File: src/rtl/uart_pkg.sv
// Shared definitions for the 7-bit UART receiver: receiver states, frame
// geometry, parity-mode encoding and small bit-level helper functions.
package uart_pkg;

  // Receiver sequencer states
  typedef enum logic [2:0] {
    ST_IDLE      = 3'd0,
    ST_START     = 3'd1,
    ST_DATA      = 3'd2,
    ST_PARITY    = 3'd3,
    ST_STOP      = 3'd4,
    ST_WAIT_HIGH = 3'd5
  } state_t;

  // Data bits per frame and oversampling ticks per bit
  localparam int DATA_W = 7;
  localparam int OVS    = 16;

  // Parity-mode encoding as seen on p_sel
  localparam logic PAR_EVEN = 1'b1;
  localparam logic PAR_ODD  = 1'b0;

  // Two-of-three vote used to filter each bit against line noise
  function automatic logic maj3(input logic a, input logic b, input logic c);
    return (a & b) | (a & c) | (b & c);
  endfunction

  // Parity check over data plus received parity bit; returns 1 on mismatch
  function automatic logic parity_err(input logic [DATA_W-1:0] data,
                                      input logic              par_bit,
                                      input logic              mode);
    logic x;
    x = ^{data, par_bit};
    case (mode)
      PAR_EVEN: parity_err = x;
      PAR_ODD:  parity_err = ~x;
      default:  parity_err = 1'b1;
    endcase
  endfunction

endpackage

File: src/rtl/uart_baud_tick.sv
// Oversampling tick generator: counts 0..DIV-1 and emits a one-cycle tick
// on each wrap. A synchronous clear restarts the count so the tick grid can
// be re-aligned to an incoming start edge.
module uart_baud_tick #(
  parameter int DIV = 325
) (
  input  logic clk,
  input  logic rst,
  input  logic clr,
  output logic tick
);

  localparam int               CNT_W   = (DIV > 1) ? $clog2(DIV) : 1;
  localparam logic [CNT_W-1:0] CNT_MAX = CNT_W'(DIV - 1);
  localparam logic [CNT_W-1:0] CNT_ONE = CNT_W'(1);

  logic [CNT_W-1:0] cnt_q;
  logic [CNT_W-1:0] cnt_d;
  logic             tick_q;
  logic             tick_d;

  // Next count and tick: clear wins, otherwise wrap at DIV-1
  always_comb begin
    cnt_d  = cnt_q;
    tick_d = 1'b0;
    if (clr) begin
      cnt_d  = '0;
      tick_d = 1'b0;
    end else if (cnt_q == CNT_MAX) begin
      cnt_d  = '0;
      tick_d = 1'b1;
    end else begin
      cnt_d  = cnt_q + CNT_ONE;
      tick_d = 1'b0;
    end
  end

  // Divider state and registered tick output
  always_ff @(posedge clk or posedge rst) begin
    if (rst) begin
      cnt_q  <= '0;
      tick_q <= 1'b0;
    end else begin
      cnt_q  <= cnt_d;
      tick_q <= tick_d;
    end
  end

  assign tick = tick_q;

endmodule

File: src/rtl/uart_rx.sv
// UART receiver: start bit, 7 data bits LSB first, one parity bit (even or
// odd, chosen per frame by p_sel) and one stop bit. The line is synchronised,
// oversampled OVS times per bit, and each bit is a 2-of-3 vote taken around
// the middle of the bit. Results are published with a one-cycle data_valid.
module uart_rx #(
  parameter int CLK_FREQ = 50_000_000,
  parameter int BAUD     = 9600,
  parameter int OVS      = uart_pkg::OVS
) (
  input  logic       clk,
  input  logic       rst,
  input  logic       rx,
  input  logic       p_sel,
  output logic [6:0] data_out,
  output logic       data_valid,
  output logic       p_err,
  output logic       f_err,
  output logic       busy
);

  import uart_pkg::*;

  localparam int DIV  = CLK_FREQ / (BAUD * OVS);
  localparam int PH_W = $clog2(OVS);

  // Bit-phase landmarks: two early votes, the evaluating vote, end of bit
  localparam logic [PH_W-1:0] PH_ZERO = PH_W'(0);
  localparam logic [PH_W-1:0] PH_ONE  = PH_W'(1);
  localparam logic [PH_W-1:0] PH_S0   = PH_W'(OVS / 2 - 1);
  localparam logic [PH_W-1:0] PH_S1   = PH_W'(OVS / 2);
  localparam logic [PH_W-1:0] PH_EVAL = PH_W'(OVS / 2 + 1);
  localparam logic [PH_W-1:0] PH_LAST = PH_W'(OVS - 1);
  localparam logic [2:0]      BIT_LAST = 3'(DATA_W - 1);

  // Synchroniser and edge detection
  logic       sync1_q;
  logic       sync2_q;
  logic       rx_prev_q;
  logic [2:0] settle_q;
  logic       rx_s;
  logic       start_edge;

  // Timing
  logic            tick;
  logic [PH_W-1:0] phase_q;
  logic [PH_W-1:0] phase_d;
  logic            at_eval;
  logic            at_last;

  // Bit sampling
  logic samp_a_q;
  logic samp_b_q;
  logic bit_val;

  // Frame sequencer
  state_t            state_q;
  logic [2:0]        bit_cnt_q;
  logic [DATA_W-1:0] shift_q;
  logic              par_q;
  logic              p_sel_q;

  // Published results
  logic [DATA_W-1:0] data_out_q;
  logic              data_valid_q;
  logic              p_err_q;
  logic              f_err_q;
  logic              busy_q;

  // Two-flop synchroniser; settle_q marks when rx_s and rx_prev_q carry real
  // line samples so a line held low across reset is not seen as an edge
  always_ff @(posedge clk or posedge rst) begin
    if (rst) begin
      sync1_q   <= 1'b1;
      sync2_q   <= 1'b1;
      rx_prev_q <= 1'b1;
      settle_q  <= 3'b000;
    end else begin
      sync1_q   <= rx;
      sync2_q   <= sync1_q;
      rx_prev_q <= sync2_q;
      settle_q  <= {settle_q[1:0], 1'b1};
    end
  end

  assign rx_s       = sync2_q;
  assign start_edge = (state_q == ST_IDLE) && settle_q[2] && rx_prev_q && !rx_s;

  uart_baud_tick #(
    .DIV (DIV)
  ) u_baud_tick (
    .clk  (clk),
    .rst  (rst),
    .clr  (start_edge),
    .tick (tick)
  );

  // Phase counter successor, wrapping at the end of the bit
  always_comb begin
    phase_d = phase_q;
    if (phase_q == PH_LAST) begin
      phase_d = PH_ZERO;
    end else begin
      phase_d = phase_q + PH_ONE;
    end
  end

  assign at_eval = tick && (phase_q == PH_EVAL);
  assign at_last = tick && (phase_q == PH_LAST);
  assign bit_val = maj3(samp_a_q, samp_b_q, rx_s);

  // Capture the two early votes of each bit; the third is rx_s at evaluation
  always_ff @(posedge clk or posedge rst) begin
    if (rst) begin
      samp_a_q <= 1'b1;
      samp_b_q <= 1'b1;
    end else if (tick && (phase_q == PH_S0)) begin
      samp_a_q <= rx_s;
    end else if (tick && (phase_q == PH_S1)) begin
      samp_b_q <= rx_s;
    end
  end

  // Frame sequencer: walks the frame, assembles data and publishes results
  always_ff @(posedge clk or posedge rst) begin
    if (rst) begin
      state_q      <= ST_IDLE;
      phase_q      <= PH_ZERO;
      bit_cnt_q    <= 3'd0;
      shift_q      <= '0;
      par_q        <= 1'b0;
      p_sel_q      <= PAR_ODD;
      data_out_q   <= '0;
      data_valid_q <= 1'b0;
      p_err_q      <= 1'b0;
      f_err_q      <= 1'b0;
      busy_q       <= 1'b0;
    end else begin
      data_valid_q <= 1'b0;
      case (state_q)
        ST_IDLE: begin
          phase_q   <= PH_ZERO;
          bit_cnt_q <= 3'd0;
          if (start_edge) begin
            state_q <= ST_START;
            busy_q  <= 1'b1;
            p_sel_q <= p_sel;
          end
        end
        ST_START: begin
          if (tick) begin
            phase_q <= phase_d;
          end
          if (at_eval && bit_val) begin
            // Start bit did not hold low: treat as noise, publish nothing
            state_q <= ST_IDLE;
            busy_q  <= 1'b0;
          end else if (at_last) begin
            state_q <= ST_DATA;
          end
        end
        ST_DATA: begin
          if (tick) begin
            phase_q <= phase_d;
          end
          if (at_eval) begin
            shift_q <= {bit_val, shift_q[DATA_W-1:1]};
          end
          if (at_last) begin
            if (bit_cnt_q == BIT_LAST) begin
              state_q   <= ST_PARITY;
              bit_cnt_q <= 3'd0;
            end else begin
              bit_cnt_q <= bit_cnt_q + 3'd1;
            end
          end
        end
        ST_PARITY: begin
          if (tick) begin
            phase_q <= phase_d;
          end
          if (at_eval) begin
            par_q <= bit_val;
          end
          if (at_last) begin
            state_q <= ST_STOP;
          end
        end
        ST_STOP: begin
          if (tick) begin
            phase_q <= phase_d;
          end
          if (at_eval) begin
            data_out_q   <= shift_q;
            p_err_q      <= parity_err(shift_q, par_q, p_sel_q);
            f_err_q      <= ~bit_val;
            data_valid_q <= 1'b1;
            if (bit_val) begin
              // Leave early so a start edge right after the stop bit is seen
              state_q <= ST_IDLE;
              busy_q  <= 1'b0;
            end else begin
              state_q <= ST_WAIT_HIGH;
            end
          end
        end
        ST_WAIT_HIGH: begin
          // A low line here is a break, never a new start bit
          if (rx_s) begin
            state_q <= ST_IDLE;
            busy_q  <= 1'b0;
          end
        end
        default: begin
          state_q <= ST_IDLE;
          busy_q  <= 1'b0;
        end
      endcase
    end
  end

  assign data_out   = data_out_q;
  assign data_valid = data_valid_q;
  assign p_err      = p_err_q;
  assign f_err      = f_err_q;
  assign busy       = busy_q;

endmodule

File: config.mk
export PLATFORM = sky130hd
export DESIGN_NAME = uart_rx
export DESIGN_NICKNAME = d
export VERILOG_FILES = /design/src/rtl/uart_pkg.sv /design/src/rtl/uart_baud_tick.sv /design/src/rtl/uart_rx.sv
export SDC_FILE = /design/constraint.sdc
export NUM_CORES = 1
export LEC_CHECK = 0
export ABC_AREA = 1
export CAP_MARGIN = 20
export CORE_ASPECT_RATIO = 0.6
export CORE_MARGIN = 4
export CORE_UTILIZATION = 41
export CTS_CLUSTER_DIAMETER = 60
export CTS_CLUSTER_SIZE = 8
export DETAILED_ROUTE_END_ITERATION = 7
export SETUP_SLACK_MARGIN = 0.05
export SLEW_MARGIN = 20
export SYNTH_ARGS = -nofsm -noshare
export SYNTH_HDL_FRONTEND = slang
export SYNTH_SLANG_ARGS = --single-unit
File: constraint.sdc
create_clock -name clk -period 1.9 [get_ports clk]
set_clock_uncertainty 0.1 [all_clocks]
set_input_delay 0.38 -clock clk [delete_from_list [all_inputs] [get_ports clk]]
set_output_delay 0.38 -clock clk [all_outputs]
set_load 0.03 [all_outputs]
# == After elaboration in Yosys (flattened, before gate mapping) ==
# Index checks and enable logic that the tools add are counted.
# totals
regBits,48
out_inout_bits,11
inputBits,4
elab_cells,106
# op_classes
bitwise,10
addsub,3
n_mux,29
n_eq_ne,21
n_reduce_logical,24
# op_table
cell,count
2-to-1 mux 3 bit,11
2-to-1 mux 9 bit,2
one-hot mux 3 bit (6 select lines),1
"inequality test 2 bit, second input constant",8
AND reduction 2 bit,7
"== test 4 bit, second input constant",3
"adder 9 x 1 -> 9 bit, second input constant",1
"== test 3 bit, second input constant",3
"== test 9 bit, second input constant",1
2-to-1 mux 1 bit,9
logical AND 1 bit,8
2-to-1 mux 4 bit,2
one-hot mux 4 bit (2 select lines),1
parity 8 bit,1
AND reduction 7 bit,1
"== test 3 x 2 -> 1 bit, second input constant",2
one-hot mux 3 bit (2 select lines),1
AND reduction 6 bit,1
inverter 1 bit,5
one-hot mux 1 bit (5 select lines),1
"adder 4 x 1 -> 4 bit, second input constant",1
"== test 4 x 3 -> 1 bit, second input constant",1
nonzero test 2 bit,2
OR reduction 4 bit,1
other kinds (10),13

# == Longest topological paths before layout ==
# Gate-level depths: netlist (run 1).
# logic_depth
ltp_word,6
ltp_mapped,11

# == Modules after synthesis ==
# From an unflattened synthesis (run 1), not the netlist that was laid out.
# unflattened
hier_cells,287
hier_area_um2,2406.1
# modules_own_cells
module,instances,seq_area_each_um2,area_each_um2,cells_each
uart_rx,1,957.2,1879.3,219
uart_baud_tick,1,250.2,526.8,68

# == Worst setup path before layout (run 1) ==
# OpenSTA, ideal clock, no wires.
# synth_path
path_type,register to register
from,register phase_q[1]
to,register state_q[1]
path_slack_ns,0.390
synth_period_minus_slack_ns,1.510
t_required_ns,1.683
t_arrival_ns,1.293
stages_incl_launch_ff,10
path_buffers,0
path_cell_list,dfrtp_1 -> inv_1 -> ha_1 -> nand4_4 -> nand2_1 -> nand3_1 -> nor2_2 -> nand2_1 -> nand2_1 -> nand2_1
# synth_via
elab_chain_cells,5
elab_cells_between_ends,12
# synth_lines
item,line,text
from (decl),uart_rx.sv:45,logic [PH_W-1:0] phase_q;
from (signal assigned),uart_rx.sv:151,phase_q <= phase_d;
from (signal assigned),uart_rx.sv:163,phase_q <= phase_d;
from (signal assigned),uart_rx.sv:179,phase_q <= phase_d;
== test 4 bit,uart_rx.sv:107,assign at_eval = tick && (phase_q == PH_EVAL);
logical AND 1 bit,uart_rx.sv:107,
logical AND 1 bit,uart_rx.sv:153,if (at_eval && bit_val) begin
inequality test 3 bit (no source line) / 2-to-1 mux 3 bit (equally long branches),n/a,
AND reduction 7 bit (no source line) / one-hot mux 3 bit (6 select lines) (equally long branches),n/a,
to (signal assigned),uart_rx.sv:155,state_q <= ST_IDLE;
to (signal assigned),uart_rx.sv:158,state_q <= ST_DATA;
to (signal assigned),uart_rx.sv:170,state_q <= ST_PARITY;
to (decl),uart_rx.sv:56,state_t state_q;
# Several ways; a longest one is shown, not always the timed one.
# A chain may end at the register's enable or synchronous reset.

# == Worst setup path in the final report (run 1) ==
# layout_path
from,register data_out_q[0] (netlist: data_out[0])
to,output port data_out[0]
# layout_rtl
item,line,text
from (decl),uart_rx.sv:63,logic [DATA_W-1:0] data_out_q;
from (signal assigned),uart_rx.sv:193,data_out_q <= shift_q;
to (decl),uart_rx.sv:14,"output logic [6:0] data_out,"
# No word-level cell between the ends.

==> impl_metrics.yaml, run 1 <==
worst_setup_path:
  worst_r2r_path_depth: 9
  path_buf_inv: 1
  path_depth: 1
  r2r_start: "phase_q[1]"
  required_ns: 1.42
  cpPeakStageDelay_ns: 0.67
  crit_start: "data_out[0]"
  crit_family: "buffers and inverters"
  reg2reg_slack_ns: 0.19
  critPathKind: "reg2out"
  cp_slowest_cell: "clkdlybuf4s50_1"
  critical_path.endpoint: "data_out[0]"
  cp_max_fo: 2
  cp-start-kind: "flop"
  endpoint_kind: "output port"
  crit_chain: "clkdlybuf4s50_1"
  cp_data_arrival_time_ns: 1.32
  r2r_end: "state_q[2]"
grt:
  grt_pass1_vias: 1586
  grt_pass1_wl_mm: 7.49
  grt_util_all_layers_pct: 13.8
  antenna_found_initial: 0
  grt_max_degree: 23
  grt-ovfl-total: 0
cts:
  numCtsBuffers: 5
  cts_sinks: 48
  path_clk_slew_ns: 0.09
  clockBufferDepth: 2
  postCtsSetupBuffers: 0
  cts_max_level: 2
  clk_latency_ns: 0.30
  cts_root_buf: "clkbuf_8"
  cts_tree: "done"
pwr:
  power_mw: 2.75
  combPwrFrac_pct: 30.0
  leakagePower_nw: 1.30
  p_int_mw: 1.75
  power_density_mw_per_mm2: 1040
  clockPowerShare_pct: 23.0
  p_sw_mw: 1.00
  sw_frac_of_total_pct: 36.5
  vdd_drop_max_uv: 508
  seqPwrFrac_pct: 47.0
min_path:
  hp-class: "reg2reg"
  holdCritStartpoint: "settle_q[1]"
sta:
  whs_ns: 0.257
  setup-violations-final: 0
  period_share_pct: 94.5
  rsz0062_at_grt: "no"
  finalCriticalPeriod_ns: 1.80
  tns_ns: 0
  hold_viol_final: 0
  slew_violations: 0
  fmax_mhz: 557
die:
  start_util_pct: 43.8
  io-pin-count: 15
  core_mm2: 0.00523
  die_x_um: 105
  chipHeight_um: 65.9
  die_area_mm2: 0.00689
  rows: 20
placement:
  numPlacedInstances: 351
  place_congestion: 0.836
  post-dp-hpwl_mm: 3.25
  io_buffers: 14
layout:
  multi_input_area_um2: 913
  ff_latch_area_mm2: 0.00121
  drive_gt1_share_pct: 12.3
  synthToLayoutAreaGrowth_pct: 15.4
  diodes: 0
  instances_no_fill: 359
  nFillCells: 492
  nNetsFinal: 301
yosys:
  synth_edf_count: 0
  synth_area_leaders: "dfrtp_1, nand2_1, inv_1, dfstp_2, nand3_1"
  synth_top_area_share_pct: 46.9
  yosys_warnings: 0
  synth_top_cell_by_area: "dfrtp_1"
  avgSynthCellArea_um2: 8.49
  syn-cell-area_mm2: 0.00229
  netlist_instances: 270
  ys_seq_area_share_pct: 52.7
  syn_nets: 279
  async_reset_ff_share_pct: 100
  ys_ff_latch: 48
  ys.flop_type: "dfrtp_1"
  synth_cell_type_count: 29
routing:
  wl_per_cell_um: 11.9
  dr_total_vias: 1685
  firstDrtPassIters: 4
  routed_wirelength_mm: 4.26
  drtIter0Drc: 89
  drc: 0
  viasPerCell: 4.69
  dr_wl_met3_um: 189
  route.met2.wl_mm: 1.63
  top_layer: "met4"
  ant_nets: 0
  met1_length_mm: 2.42
flow_run:
  drv_cap: 0
status:
  outcome: "completed"
-- layout make-up --
class                           instances  area share, %
Sequential cell                        48           45.7
Tap cell                               66           3.12
Timing Repair Buffer                   18           7.19
Clock inverter                          1          0.284
Multi-Input combinational cell        177           34.5
Inverter                               42           5.96
Clock buffer                            7           3.26
-- synth_stat cells, drive strengths merged (4+ instances only) --
master   n
nand2   74
dfrtp   43
inv     42
o21ai   25
nand3   21
nor2    21
nand4    6
dfstp    5
ha       5
a21oi    4
nor3     4
-- cell families (layout without fill, tap and decap cells) --
group	after synthesis	after routing	share of synthesized area [%]
other	1	1	0.164
buffers and inverters	45	68	8.02
AO/OA/AOI/OAI	33	33	7.75
flip-flops	48	48	52.7
XOR/XNOR	6	6	2.29
adder cells (fa/ha/maj)	5	5	2.73
AND/OR/NAND/NOR	131	131	25.9
multiplexers	1	1	0.491
-- what timing repair did --
action | CTS | global route
setup endpoints to repair | 0 | 7
gates resized for setup | 0 | 8
hold buffers | 0 | 0
-- stage by stage --
step                      area [um2]  setup WS [ns]  util (%)
after floorplan                 2290          0.284         -
after global placement          2530          0.182      48.4
after detailed placement        2530          0.167      48.4
after CTS                       2630         0.0564      50.2
after global routing            2650         0.0522      50.6
final                           2650          0.104      50.6
-- how the worst min path moves through the flow --
stage / to / slack [ns] / cells past startpoint
after floorplan: settle_q[1] / 0.23 / 0
final: settle_q[2] / 0.26 / 0
after global routing: rx_s / 0.27 / 0
after detailed placement: settle_q[2] / 0.24 / 0
after CTS: settle_q[2] / 0.26 / 0
after global placement: settle_q[2] / 0.24 / 0
-- placed cells by master, fill, tap and decap left out, types with 2 or more instances in the layout --
cell and count:
nor2_2 4, clkdlybuf4s50_1 11, xnor2_1 3, dlymetal6s2s_1 3, nor2_4 2, nand4_1 5, dfstp_2 5, ha_1 4
inv_1 35, nand3_1 20, nor3_1 4, clkbuf_8 6, o21ai_1 15, o21ai_0 9, buf_4 3, dfrtp_1 42
inv_2 7, nor2_1 15, a22oi_1 2, a21oi_1 4, nor3b_1 3, xor2_1 3, nand2_1 73
-- power by group through the flow --
stage	combinational, mW	sequential [mW]	clock, mW
floorplan	0.636	1.29	0
global placement	0.810	1.31	0
detailed placement	0.815	1.31	0
CTS	0.820	1.29	0.657
global route	0.954	1.32	0.710
finish	0.825	1.29	0.634
-- per-layer routing --
metal | track usage [%] | up-vias
li1 | - | 902
met1 | 21.0 | 751
met2 | 18.7 | 30
met3 | 3.71 | 2
met4 | 3.81 | 0
met5 | 0 | -
-- state kept, by name (all words and copies together) (netlist names), 3 cells and up --
name and count:
bit_cnt_q 3, data_out 7, phase_q 4, settle_q 3
shift_q 7, state_q 3, u_baud_tick.cnt_q 9
-- worst register-to-register path: stages (launching register included) --
cell     delay (ns)
dfrtp_1        0.41
inv_1          0.10
ha_2           0.21
nand4_4        0.15
nand2_1        0.11
nand3_1        0.11
nor2_2         0.17
nand2_1        0.11
nand2_1        0.07
nand2_1        0.06
Note: power is estimated with default switching activity, not from simulation.
==> run 2, diff against run 1 <==
CORE_ASPECT_RATIO = 1.4   (was 0.6)
GPL_ROUTABILITY_DRIVEN = 0   (was unset)
==> run 2 against run 1 <==
Effect of this change: critical path depth stayed put; largest power group unchanged; combinational power is 4.6% lower; clock power down 0.6%; global-route usage decreased by 0.99 points.
==> impl_metrics.yaml, run 2 (synthesis gave the netlist of run 1 again) <==
status:
  outcome: "completed"
cts:
  postCtsSetupBuffers: 0
  clockBufferDepth: 2
  cts_tree: "done"
  numCtsBuffers: 5
  cts_root_buf: "clkbuf_8"
  clk_latency_ns: 0.30
  cts_sinks: 48
  path_clk_slew_ns: 0.09
  cts_max_level: 2
die:
  core_mm2: 0.00531
  chipHeight_um: 96.5
  start_util_pct: 43.1
  die_x_um: 71.2
  io-pin-count: 15
  die_area_mm2: 0.00687
  rows: 31
routing:
  drc: 0
  wl_per_cell_um: 11.1
  dr_total_vias: 1701
  firstDrtPassIters: 4
  routed_wirelength_mm: 3.96
  route.met2.wl_mm: 2.02
  met1_length_mm: 1.73
  drtIter0Drc: 72
  ant_nets: 0
  top_layer: "met4"
  viasPerCell: 4.76
  dr_wl_met3_um: 118
worst_setup_path:
  crit_start: "data_out[2]"
  cp_slowest_cell: "clkdlybuf4s50_1"
  required_ns: 1.42
  critPathKind: "reg2out"
  cpPeakStageDelay_ns: 0.67
  cp-start-kind: "flop"
  cp_max_fo: 2
  path_buf_inv: 1
  cp_data_arrival_time_ns: 1.32
  crit_chain: "clkdlybuf4s50_1"
  crit_family: "buffers and inverters"
  endpoint_kind: "output port"
  r2r_start: "phase_q[1]"
pwr:
  power_density_mw_per_mm2: 1040
  seqPwrFrac_pct: 47.8
  clockPowerShare_pct: 23.2
  vdd_drop_max_uv: 536
  combPwrFrac_pct: 29.0
  leakagePower_nw: 1.32
  p_sw_mw: 0.985
  p_int_mw: 1.73
  sw_frac_of_total_pct: 36.3
min_path:
  holdCritStartpoint: "settle_q[1]"
  hp-class: "reg2reg"
layout:
  final_common_cell: "nand2_1"
  regMostFlops: "u_baud_tick.cnt_q"
  drive_gt1_share_pct: 10.7
  final_cell_mix: "nand2_1, dfrtp_1, inv_1, nand3_1, nor2_1"
  largest_reg_flops: 9
  nNetsFinal: 299
  diodes: 0
  synthToLayoutAreaGrowth_pct: 14.2
  nFillCells: 532
grt:
  grt_pass1_vias: 1583
  grt_pass1_wl_mm: 6.85
  grt_max_degree: 49
  grt_util_all_layers_pct: 12.8
  antenna_found_initial: 0
  grt-ovfl-total: 0
sta:
  whs_ns: 0.253
  slew_violations: 0
  fin_ws_ns: 0.0962
  rsz0062_at_grt: "no"
  finalCriticalPeriod_ns: 1.80
  setup-violations-final: 0
  tns_ns: 0
  fmax_mhz: 554
  period_share_pct: 94.9
  hold_viol_final: 0
placement:
  dpl_worst_slack_ns: 0.225
  post-dp-hpwl_mm: 2.88
  io_buffers: 14
flow_run:
  drv_cap: 0
run 2: final cells by class:
class | count | area (um2) | area share (%)
clock buffer | 6 | 82.6 | 3.15
tap | 66 | 82.6 | 3.15
multi-input combinational | 177 | 901 | 34.4
clock inverter | 2 | 10.0 | 0.382
timing repair buffer | 16 | 176 | 6.74
sequential | 48 | 1210 | 46.2
inverter | 42 | 158 | 6.02
run 2: timing repair:
action                     4_1_cts  5_1_grt
pin swaps                        0        0
cloned                           0        0
hold endpoints to repair         0        0
hold buffers                     0        0
resized for setup                1        5
setup endpoints to repair        1        7
run 2: final timing paths:
kind / end / slack, ns / cells after the start
worst min register to register: settle_q[2] / 0.25 / 0
min in group asynchronous: bit_cnt_q[1] / 0.32 / 3
worst max register to register: state_q[1] / 0.25 / 9
max in group asynchronous: samp_b_q / 1.11 / 3
worst max-delay path: data_out[2] / 0.1 / 1
worst min-delay path: settle_q[2] / 0.25 / 0
run 2: power groups by stage:
stage	registers (mW)	clock network (mW)	logic (mW)
CTS	1.29	0.654	0.798
floorplan	1.29	0	0.636
detailed placement	1.31	0	0.800
finish	1.30	0.630	0.787
global placement	1.31	0	0.779
global route	1.31	0.694	0.935
run 2: stage by stage:
stage,area [um2],util [%],total power [mW],cells
floorplan,2290,-,1.93,270
global placement,2520,47.4,2.09,349
detailed placement,2520,47.4,2.11,349
CTS,2610,49.1,2.75,357
global route,2620,49.3,2.94,357
finish,2620,49.3,2.71,357
run 2: metal layers:
metal / up-vias / GRT usage [%]
met2: 15 / 23.5
li1: 893 / -
met1: 787 / 13.5
met3: 6 / 2.48
met5: - / 0
met4: 0 / 7.05
==> run 3, diff against run 2 <==
clock period = 2.3 ns   (was 1.9 ns; I/O delays follow)
==> run 3 against run 2 <==
Effect of this change: first-iteration DRC count is 9.7% lower; clock power is 5.6% lower; final cell count stayed put; sequential power is 18% lower; combinational power is 18% lower; power is 15% lower; via count is 1.5% lower; core utilization is 0.16 points higher; clock-buffer cell count is 1 lower; register-to-register slack better by 0.38 ns; highest routed layer unchanged; flip-flop and latch count stayed put.
==> impl_metrics.yaml, run 3 (synthesis gave the netlist of run 1 again) <==
pwr:
  leakagePower_nw: 1.25
  clockPowerShare_pct: 25.7
  power_mw: 2.32
  p_sw_mw: 0.800
  power_density_mw_per_mm2: 881
  vdd_drop_max_uv: 552
  sw_frac_of_total_pct: 34.6
  p_int_mw: 1.52
  combPwrFrac_pct: 28.0
  seqPwrFrac_pct: 46.3
die:
  start_util_pct: 43.1
  chipHeight_um: 96.5
  die_x_um: 71.2
  die_area_mm2: 0.00687
  io-pin-count: 15
  core_mm2: 0.00531
  rows: 31
worst_setup_path:
  path_buf_inv: 1
  worst_r2r_path_depth: 11
  endpoint_kind: "output port"
  cp_data_arrival_time_ns: 1.34
  cp_slowest_cell: "clkdlybuf4s50_1"
  path_depth: 1
  required_ns: 1.74
  cpPeakStageDelay_ns: 0.68
  critPathKind: "reg2out"
  cp-start-kind: "flop"
  cp_max_fo: 2
  crit_chain: "clkdlybuf4s50_1"
  reg2reg_slack_ns: 0.63
  crit_family: "buffers and inverters"
sta:
  rsz0062_at_grt: "no"
  finalCriticalPeriod_ns: 1.90
  whs_ns: 0.253
  fin_ws_ns: 0.403
  tns_ns: 0
  fmax_mhz: 527
  hold_viol_final: 0
  slew_violations: 0
  period_share_pct: 82.5
  setup-violations-final: 0
cts:
  path_clk_slew_ns: 0.08
  cts_tree: "done"
  cts_hold_buf: 0
  cts_max_level: 2
  numCtsBuffers: 5
  postCtsSetupBuffers: 0
  clockBufferDepth: 2
  cts_resized: 0
  cts_sinks: 48
  cts_root_buf: "clkbuf_8"
  clk_latency_ns: 0.30
routing:
  dr_total_vias: 1676
  viasPerCell: 4.69
  wl_per_cell_um: 11.2
  firstDrtPassIters: 4
  drtIter0Drc: 65
  drc: 0
  routed_wirelength_mm: 3.98
  ant_nets: 0
flow_run:
  drv_cap: 0
layout:
  regMostFlops: "u_baud_tick.cnt_q"
  synthToLayoutAreaGrowth_pct: 14.6
  nNetsFinal: 299
  final_core_util_pct: 49.4
  nFillCells: 504
  final_cell_mix: "nand2_1, dfrtp_1, inv_1, nand3_1, nor2_1"
  drive_gt1_share_pct: 10.3
  instances_no_fill: 357
  diodes: 0
  largest_reg_flops: 9
  final_common_cell: "nand2_1"
  final_area_mm2: 0.00263
grt:
  grt_max_degree: 36
  grt_util_all_layers_pct: 13.3
  antenna_found_initial: 0
  grt_pass1_vias: 1650
  grt_pass1_wl_mm: 7.20
  grt-ovfl-total: 0
placement:
  dpl_cell_area_mm2: 0.00252
  dpl_worst_slack_ns: 0.630
  numPlacedInstances: 349
  post-dp-hpwl_mm: 3.04
  io_buffers: 14
min_path:
  hp-class: "reg2reg"
  hold-path-cell-count: 0
status:
  outcome: "completed"
-- run 3: cell types whose count changed in the layout (fill, tap and decap cells not counted), sizes merged --
cell	delta
bufinv	+1
clkbuf	-1
clkdlybuf4s50	+5
clkinv	-1
clkinvlp	+1
dlygate4sd2	-1
dlymetal6s2s	-4
-- run 3: worst paths after layout --
check	from	to
worst max-delay path	busy	busy
worst min-delay path	settle_q[1]	settle_q[2]
worst max register to register	phase_q[1]	state_q[0]
min in group asynchronous	rst	settle_q[0]
worst min register to register	settle_q[1]	settle_q[2]
max in group asynchronous	rst	rx_prev_q
-- run 3: area by class of cell --
cell class | instances | area, um2 | area share [%]
Sequential cell | 48 | 1210 | 46.0
Multi-Input combinational cell | 177 | 901 | 34.3
Timing Repair Buffer | 16 | 168 | 6.38
Inverter | 42 | 158 | 6.00
Tap cell | 66 | 82.6 | 3.14
Clock buffer | 5 | 68.8 | 2.62
Clock inverter | 3 | 42.5 | 1.62
-- run 3: metal layers --
metal / vias to the layer above / part of all wire [%] / global-route usage, %
met5: - / 0 / 0
met4: 0 / 1.9 / 5.64
li1: 892 / - / -
met3: 5 / 2.8 / 2.80
met1: 763 / 45 / 15.3
met2: 16 / 51 / 23.8
-- run 3: power by group through the flow --
stage / sequential (mW) / combinational [mW] / clock (mW)
6_report: 1.07 / 0.648 / 0.595
5_1_grt: 1.09 / 0.780 / 0.650
4_1_cts: 1.07 / 0.656 / 0.626
3_5_place_dp: 1.09 / 0.655 / 0
3_3_place_gp: 1.09 / 0.644 / 0
2_1_floorplan: 1.07 / 0.526 / 0
==> edit 1, RTL diff (flow settings as in run 3) <==
Make the reset (`rst`) synchronous in 4 clocked blocks.
--- a/src/rtl/uart_baud_tick.sv
+++ b/src/rtl/uart_baud_tick.sv
@@ -36,7 +36,7 @@
   end
 
   // Divider state and registered tick output
-  always_ff @(posedge clk or posedge rst) begin
+  always_ff @(posedge clk) begin
     if (rst) begin
       cnt_q  <= '0;
       tick_q <= 1'b0;
--- a/src/rtl/uart_rx.sv
+++ b/src/rtl/uart_rx.sv
@@ -68,7 +68,7 @@
 
   // Two-flop synchroniser; settle_q marks when rx_s and rx_prev_q carry real
   // line samples so a line held low across reset is not seen as an edge
-  always_ff @(posedge clk or posedge rst) begin
+  always_ff @(posedge clk) begin
     if (rst) begin
       sync1_q   <= 1'b1;
       sync2_q   <= 1'b1;
@@ -109,7 +109,7 @@
   assign bit_val = maj3(samp_a_q, samp_b_q, rx_s);
 
   // Capture the two early votes of each bit; the third is rx_s at evaluation
-  always_ff @(posedge clk or posedge rst) begin
+  always_ff @(posedge clk) begin
     if (rst) begin
       samp_a_q <= 1'b1;
       samp_b_q <= 1'b1;
@@ -121,7 +121,7 @@
   end
 
   // Frame sequencer: walks the frame, assembles data and publishes results
-  always_ff @(posedge clk or posedge rst) begin
+  always_ff @(posedge clk) begin
     if (rst) begin
       state_q      <= ST_IDLE;
       phase_q      <= PH_ZERO;
Behaviour: differs if rst is asserted again (counterexample within 10 cycles, from zero or initial values and one cycle with rst high); with rst held inactive, the same outputs for 10 cycles.
==> edit 1 against run 3 <==
Non-clock buffer count stayed put; fmax rose by 1.0%; hold slack better by 57 ps; area after synthesis increased by 2.2%; power is 0.51% higher; cell area is 2.0% higher; worst setup slack improved by 19 ps; wire length grew 19%; critical path depth did not move; sequential power down 13%; count of clock-buffer cells in the layout unchanged; utilization down 0.92 points; final cell count rose by 18%; sequential cell count did not move.
==> edit 1: results (changes against run 3) <==
ranking of synthesized cells by instance count sky130_fd_sc_hd__nand2_1, sky130_fd_sc_hd__dfxtp_1, sky130_fd_sc_hd__inv_1, sky130_fd_sc_hd__nor2_1, sky130_fd_sc_hd__a21oi_1 (was sky130_fd_sc_hd__nand2_1, sky130_fd_sc_hd__dfrtp_1, sky130_fd_sc_hd__inv_1, sky130_fd_sc_hd__nand3_1, sky130_fd_sc_hd__nor2_1); Tightest Pin Transition 489 ps; biggest area contributors in the synthesized netlist sky130_fd_sc_hd__dfxtp_1, sky130_fd_sc_hd__nand2_1, sky130_fd_sc_hd__inv_1, sky130_fd_sc_hd__a21oi_1, sky130_fd_sc_hd__nor2_1 (was sky130_fd_sc_hd__dfrtp_1, sky130_fd_sc_hd__nand2_1, sky130_fd_sc_hd__inv_1, sky130_fd_sc_hd__dfstp_2, sky130_fd_sc_hd__nand3_1); number of instances in the synthesized netlist 334 (was 270); wire length of the first global-routing pass 8430 um (was 7200 um); cell chosen for the clock root sky130_fd_sc_hd__clkbuf_8 (unchanged); number of buffers on the longest clock path 2 (unchanged); pin count of the biggest net entering global routing 28 (was 36); number of violations reported at the end of detailed-routing iteration 0 77 (was 65); placed wire-length estimate after detailed placement 3520 um (was 3040 um); routed len/inst 11.3 um (was 11.2 um); antenna diode count 0 (unchanged); Most flops, register u_baud_tick.cnt_q (unchanged); standard cell with the maximum stage delay on the critical path sky130_fd_sc_hd__clkdlybuf4s50_1 (unchanged); Worst-Skew Late Latency 300 ps (about the same); outcome completed (unchanged); critical register-to-register path startpoint phase_q[1] (unchanged); Post-Route WL 4730 um (was 3980 um); post-placement cell count 413 (was 349); vias after detailed routing 2016 (was 1676); sequential-to-total area share from yosys stat 41.0% (was 52.7%); Worst Path Max Fanout 2 (unchanged); number of antenna violations at the first check in global routing 0 (unchanged); maximum level of the CTS H-tree 2 (unchanged); Worst Reg2Reg Path Length in Cells 8 (was 11); number of warnings printed during yosys synthesis 0 (unchanged); distinct cell type count after synthesis 32 (was 29); GRT Util Overall 14.7% (was 13.3%); crit path capture data_out[6] (was busy); internal power component 1.54 mW (was 1.52 mW); clock-pin slew on the worst setup and hold paths 90 ps; fraction of synthesis flops using an asynchronous set or reset pin 0% (was 100%); setup slack at placement 490 ps (was 630 ps); leakage power 1.15 nW (was 1.25 nW); reg-to-reg endpoint bit_cnt_q[0] (was state_q[0]); kind of cell adding the most delay to the critical path buffers and inverters (unchanged); clock buffers created by TritonCTS 5 (unchanged); period utilization 81.6% (was 82.5%); cell area reported after detailed placement 0.00255 mm^2 (was 0.00252 mm^2); class of the tightest hold or removal check flop to flop (unchanged); nets@finish 361 (was 299); worst voltage drop across the vdd grid 0.325 mV (was 0.552 mV); post-CTS setup buffers 0 (unchanged); Net Count, Synth 343 (was 279); crit path from data_out[6] (was busy); post-cts repair resize count 0 (unchanged); Worst R2R Setup Slack 620 ps; share of cells above drive strength 1 9.94% (was 10.3%); IO Port Bufs 14 (unchanged); Critical Path AT 1320 ps (was 1340 ps); flip-flop count of the largest register after layout 9 (unchanged); count of TritonRoute iterations in the first routing pass 4 (unchanged); crit-path max cell delay 680 ps (about the same)
-- edit 1: power by group through the flow --
stage,registers (mW),logic (mW),clock network (mW)
2_1_floorplan,0.940,0.576,0
5_1_grt,0.938,0.807,0.750
4_1_cts,0.931,0.702,0.721
3_5_place_dp,0.950,0.700,0
3_3_place_gp,0.950,0.697,0
6_report,0.931,0.698,0.698
-- edit 1: area by class of cell --
type / count / area, um^2
Clock buffer: 5 / 68.8
Sequential cell: 48 / 961
Tap cell: 68 / 85.1
Clock inverter: 2 / 60.1
Timing Repair Buffer: 16 / 155
Fill cell: 559 / 2840
Multi-Input combinational cell: 231 / 1160
Inverter: 50 / 188
-- edit 1: worst min-delay path by stage --
stage,slack [ps],endpoint,from,cells past startpoint
finish,310,settle_q[1],settle_q[0],2
global route,320,settle_q[1],settle_q[0],2
detailed placement,300,rx_s,sync1_q,1
global placement,290,settle_q[2],settle_q[1],2
floorplan,290,settle_q[1],settle_q[0],2
CTS,310,settle_q[1],settle_q[0],2
-- edit 1: routing by layer --
metal	share of wire, %	track usage, %	vias up
met5	0	0	-
met4	1.5	5.64	0
met3	1.8	2.59	4
met2	53	26.8	19
met1	44	16.6	896
li1	-	-	1097
-- edit 1: worst min-delay path: stages, from the launching register on --
cell                      delay [ps]
sky130_fd_sc_hd__dfxtp_1         310
sky130_fd_sc_hd__inv_1            40
sky130_fd_sc_hd__nor2_1           30
-- edit 1: kinds of logic after synthesis --
kind of cell               synth area share [%]
buffers and inverters                      9.29
xor gates and xnor gates                  0.748
DFF                                        41.0
adders and majority gates                  2.67
and+or+nand+nor                            34.8
AOI/OAI and AO/OA                          11.5
==> edit 2, RTL diff (config.mk and constraints of run 3) <==
Without the edit above. Change the parameter `CLK_FREQ` from 50_000_000 to 25_000_000.
--- a/src/rtl/uart_rx.sv
+++ b/src/rtl/uart_rx.sv
@@ -3,7 +3,7 @@
 // oversampled OVS times per bit, and each bit is a 2-of-3 vote taken around
 // the middle of the bit. Results are published with a one-cycle data_valid.
 module uart_rx #(
-  parameter int CLK_FREQ = 50_000_000,
+  parameter int CLK_FREQ = 25_000_000,
   parameter int BAUD     = 9600,
   parameter int OVS      = uart_pkg::OVS
 ) (
Function: same outputs for any inputs over 10 cycles, from zero or initial values and one cycle with rst high; that may be too few to reach the edited logic, so the function may still have changed.
==> edit 2 against run 3 <==
Power up 5.3%; worst setup slack better by 10 ps; via count down 1.6%; wire length down 1.0%; cell area up 1.1%; sequential cell count down 1; sequential share of layout area down 1.5 points; area after synthesis up 0.44%.
==> edit 2: results (changes against run 3) <==
Worst slew margin around 63%; vias after detailed routing 1650 (was 1676); placeable core region 0.00549 mm^2 (was 0.00531 mm^2); Net Count, Synth 274 (was 279); placed wire-length estimate after detailed placement 3050 um (was 3040 um); crit path from data_out[2] (was busy); dominant cell type by area after synthesis sky130_fd_sc_hd__dfrtp_1 (unchanged); clock buffers created by TritonCTS 5 (unchanged); ranking of synthesized cells by instance count sky130_fd_sc_hd__nand2_1, sky130_fd_sc_hd__dfrtp_1, sky130_fd_sc_hd__inv_1, sky130_fd_sc_hd__nor2_1, sky130_fd_sc_hd__nand3_1 (was sky130_fd_sc_hd__nand2_1, sky130_fd_sc_hd__dfrtp_1, sky130_fd_sc_hd__inv_1, sky130_fd_sc_hd__nand3_1, sky130_fd_sc_hd__nor2_1); kind of cell adding the most delay to the critical path buffers and inverters (unchanged); share of cells above drive strength 1 15.4% (was 10.3%); cell chosen for the clock root sky130_fd_sc_hd__clkbuf_8 (unchanged); Worst Reg2Reg Path Length in Cells 7 (was 11); Switching Share 33.1% (was 34.6%); pin count of the biggest net entering global routing 39 (was 36); wire length of the first global-routing pass 7180 um (was 7200 um); worst hold slack across all endpoints 259 ps (was 253 ps); worst voltage drop across the vdd grid 0.492 mV (was 0.552 mV); Post-Route WL 3940 um (was 3980 um); leakage power 1.24 nW (was 1.25 nW); biggest area contributors in the synthesized netlist sky130_fd_sc_hd__dfrtp_1, sky130_fd_sc_hd__nand2_1, sky130_fd_sc_hd__dfstp_2, sky130_fd_sc_hd__inv_1, sky130_fd_sc_hd__nand3_1 (was sky130_fd_sc_hd__dfrtp_1, sky130_fd_sc_hd__nand2_1, sky130_fd_sc_hd__inv_1, sky130_fd_sc_hd__dfstp_2, sky130_fd_sc_hd__nand3_1); fraction of synthesis flops using an asynchronous set or reset pin 100% (unchanged); count of TritonRoute iterations in the first routing pass 4 (unchanged); post-synthesis share of cell area spent on full adders, half adders and majority gates 2.72% (was 2.73%); sequential-to-total area share from yosys stat 51.4% (was 52.7%); number of buffers on the longest clock path 2 (unchanged); depth of the worst hold-timing path 0 (unchanged); Worst R2R Setup Slack 540 ps (was 630 ps); multiplexer share of the synthesized area 0.489% (was 0.491%); flip-flop count of the largest register after layout 8 (was 9); nets@finish 294 (was 299); XOR/XNOR share of the synthesized area 2.66% (was 2.29%); Worst Hold Path EP rx_s (was settle_q[2]); GRT Util Overall 12.9% (was 13.3%); number of violations reported at the end of detailed-routing iteration 0 38 (was 65); outcome completed (unchanged); reg-to-reg endpoint shift_q[4] (was state_q[0]); fraction of the mapped netlist area in compound gates 8.86% (was 7.75%); clock-pin slew on the worst setup and hold paths roughly 90 ps; hold path start sync1_q (was settle_q[1]); number of global-route vias before repair 1659 (was 1650)
==> edit 2: cell families (layout without fill, tap and decap cells) <==
logic type / after synthesis / count (layout)
buf+inv: 43 / 64
compound gates: 31 / 31
simple gates: 130 / 130
other cells: 1 / 1
flops: 47 / 47
fa+ha+maj: 5 / 5
xor+xnor: 7 / 7
mux: 1 / 1
==> edit 2: worst max-delay path by stage <==
stage / depth (start not counted) / endpoint
finish: 1 / data_out[2]
global route: 7 / shift_q[0]
CTS: 1 / p_err
detailed placement: 7 / shift_q[4]
global placement: 7 / shift_q[4]
floorplan: 1 / bit_cnt_q[0]
==> edit 2: power groups by stage <==
stage / Clock, mW / Sequential, mW / Combinational [mW]
after floorplan: 0 / 1.06 / 0.557
after global placement: 0 / 1.07 / 0.682
after detailed placement: 0 / 1.07 / 0.691
after CTS: 0.720 / 1.06 / 0.695
after global routing: 0.746 / 1.08 / 0.803
final: 0.697 / 1.05 / 0.685
==> edit 2: stage by stage <==
step                      setup slack (ps)  utilization (%)  instances  instance area (um^2)
after floorplan                        632                -        265                  2300
after global placement                 580             46.0        346                  2520
after detailed placement               540             46.0        346                  2520
after CTS                              393             48.4        354                  2660
after global routing                   340             48.4        354                  2660
final                                  413             48.4        354                  2660
==> edit 2: per-layer routing <==
metal | vias up | share of wire [%] | global-route usage [%]
met5 | - | 0 | 0
met4 | 0 | 2.0 | 5.21
met3 | 6 | 1.8 | 2.18
met2 | 16 | 54 | 22.6
met1 | 762 | 43 | 15.4
li1 | 866 | - | -
==> edit 2: cell type report <==
type                       count  area (um^2)
fill                         508         2830
inverter                      40          150
tap                           68         85.1
multi-input combinational    175          940
sequential                    47         1180
clock buffer                   6         72.6
timing repair buffer          16          168
clock inverter                 2         60.1
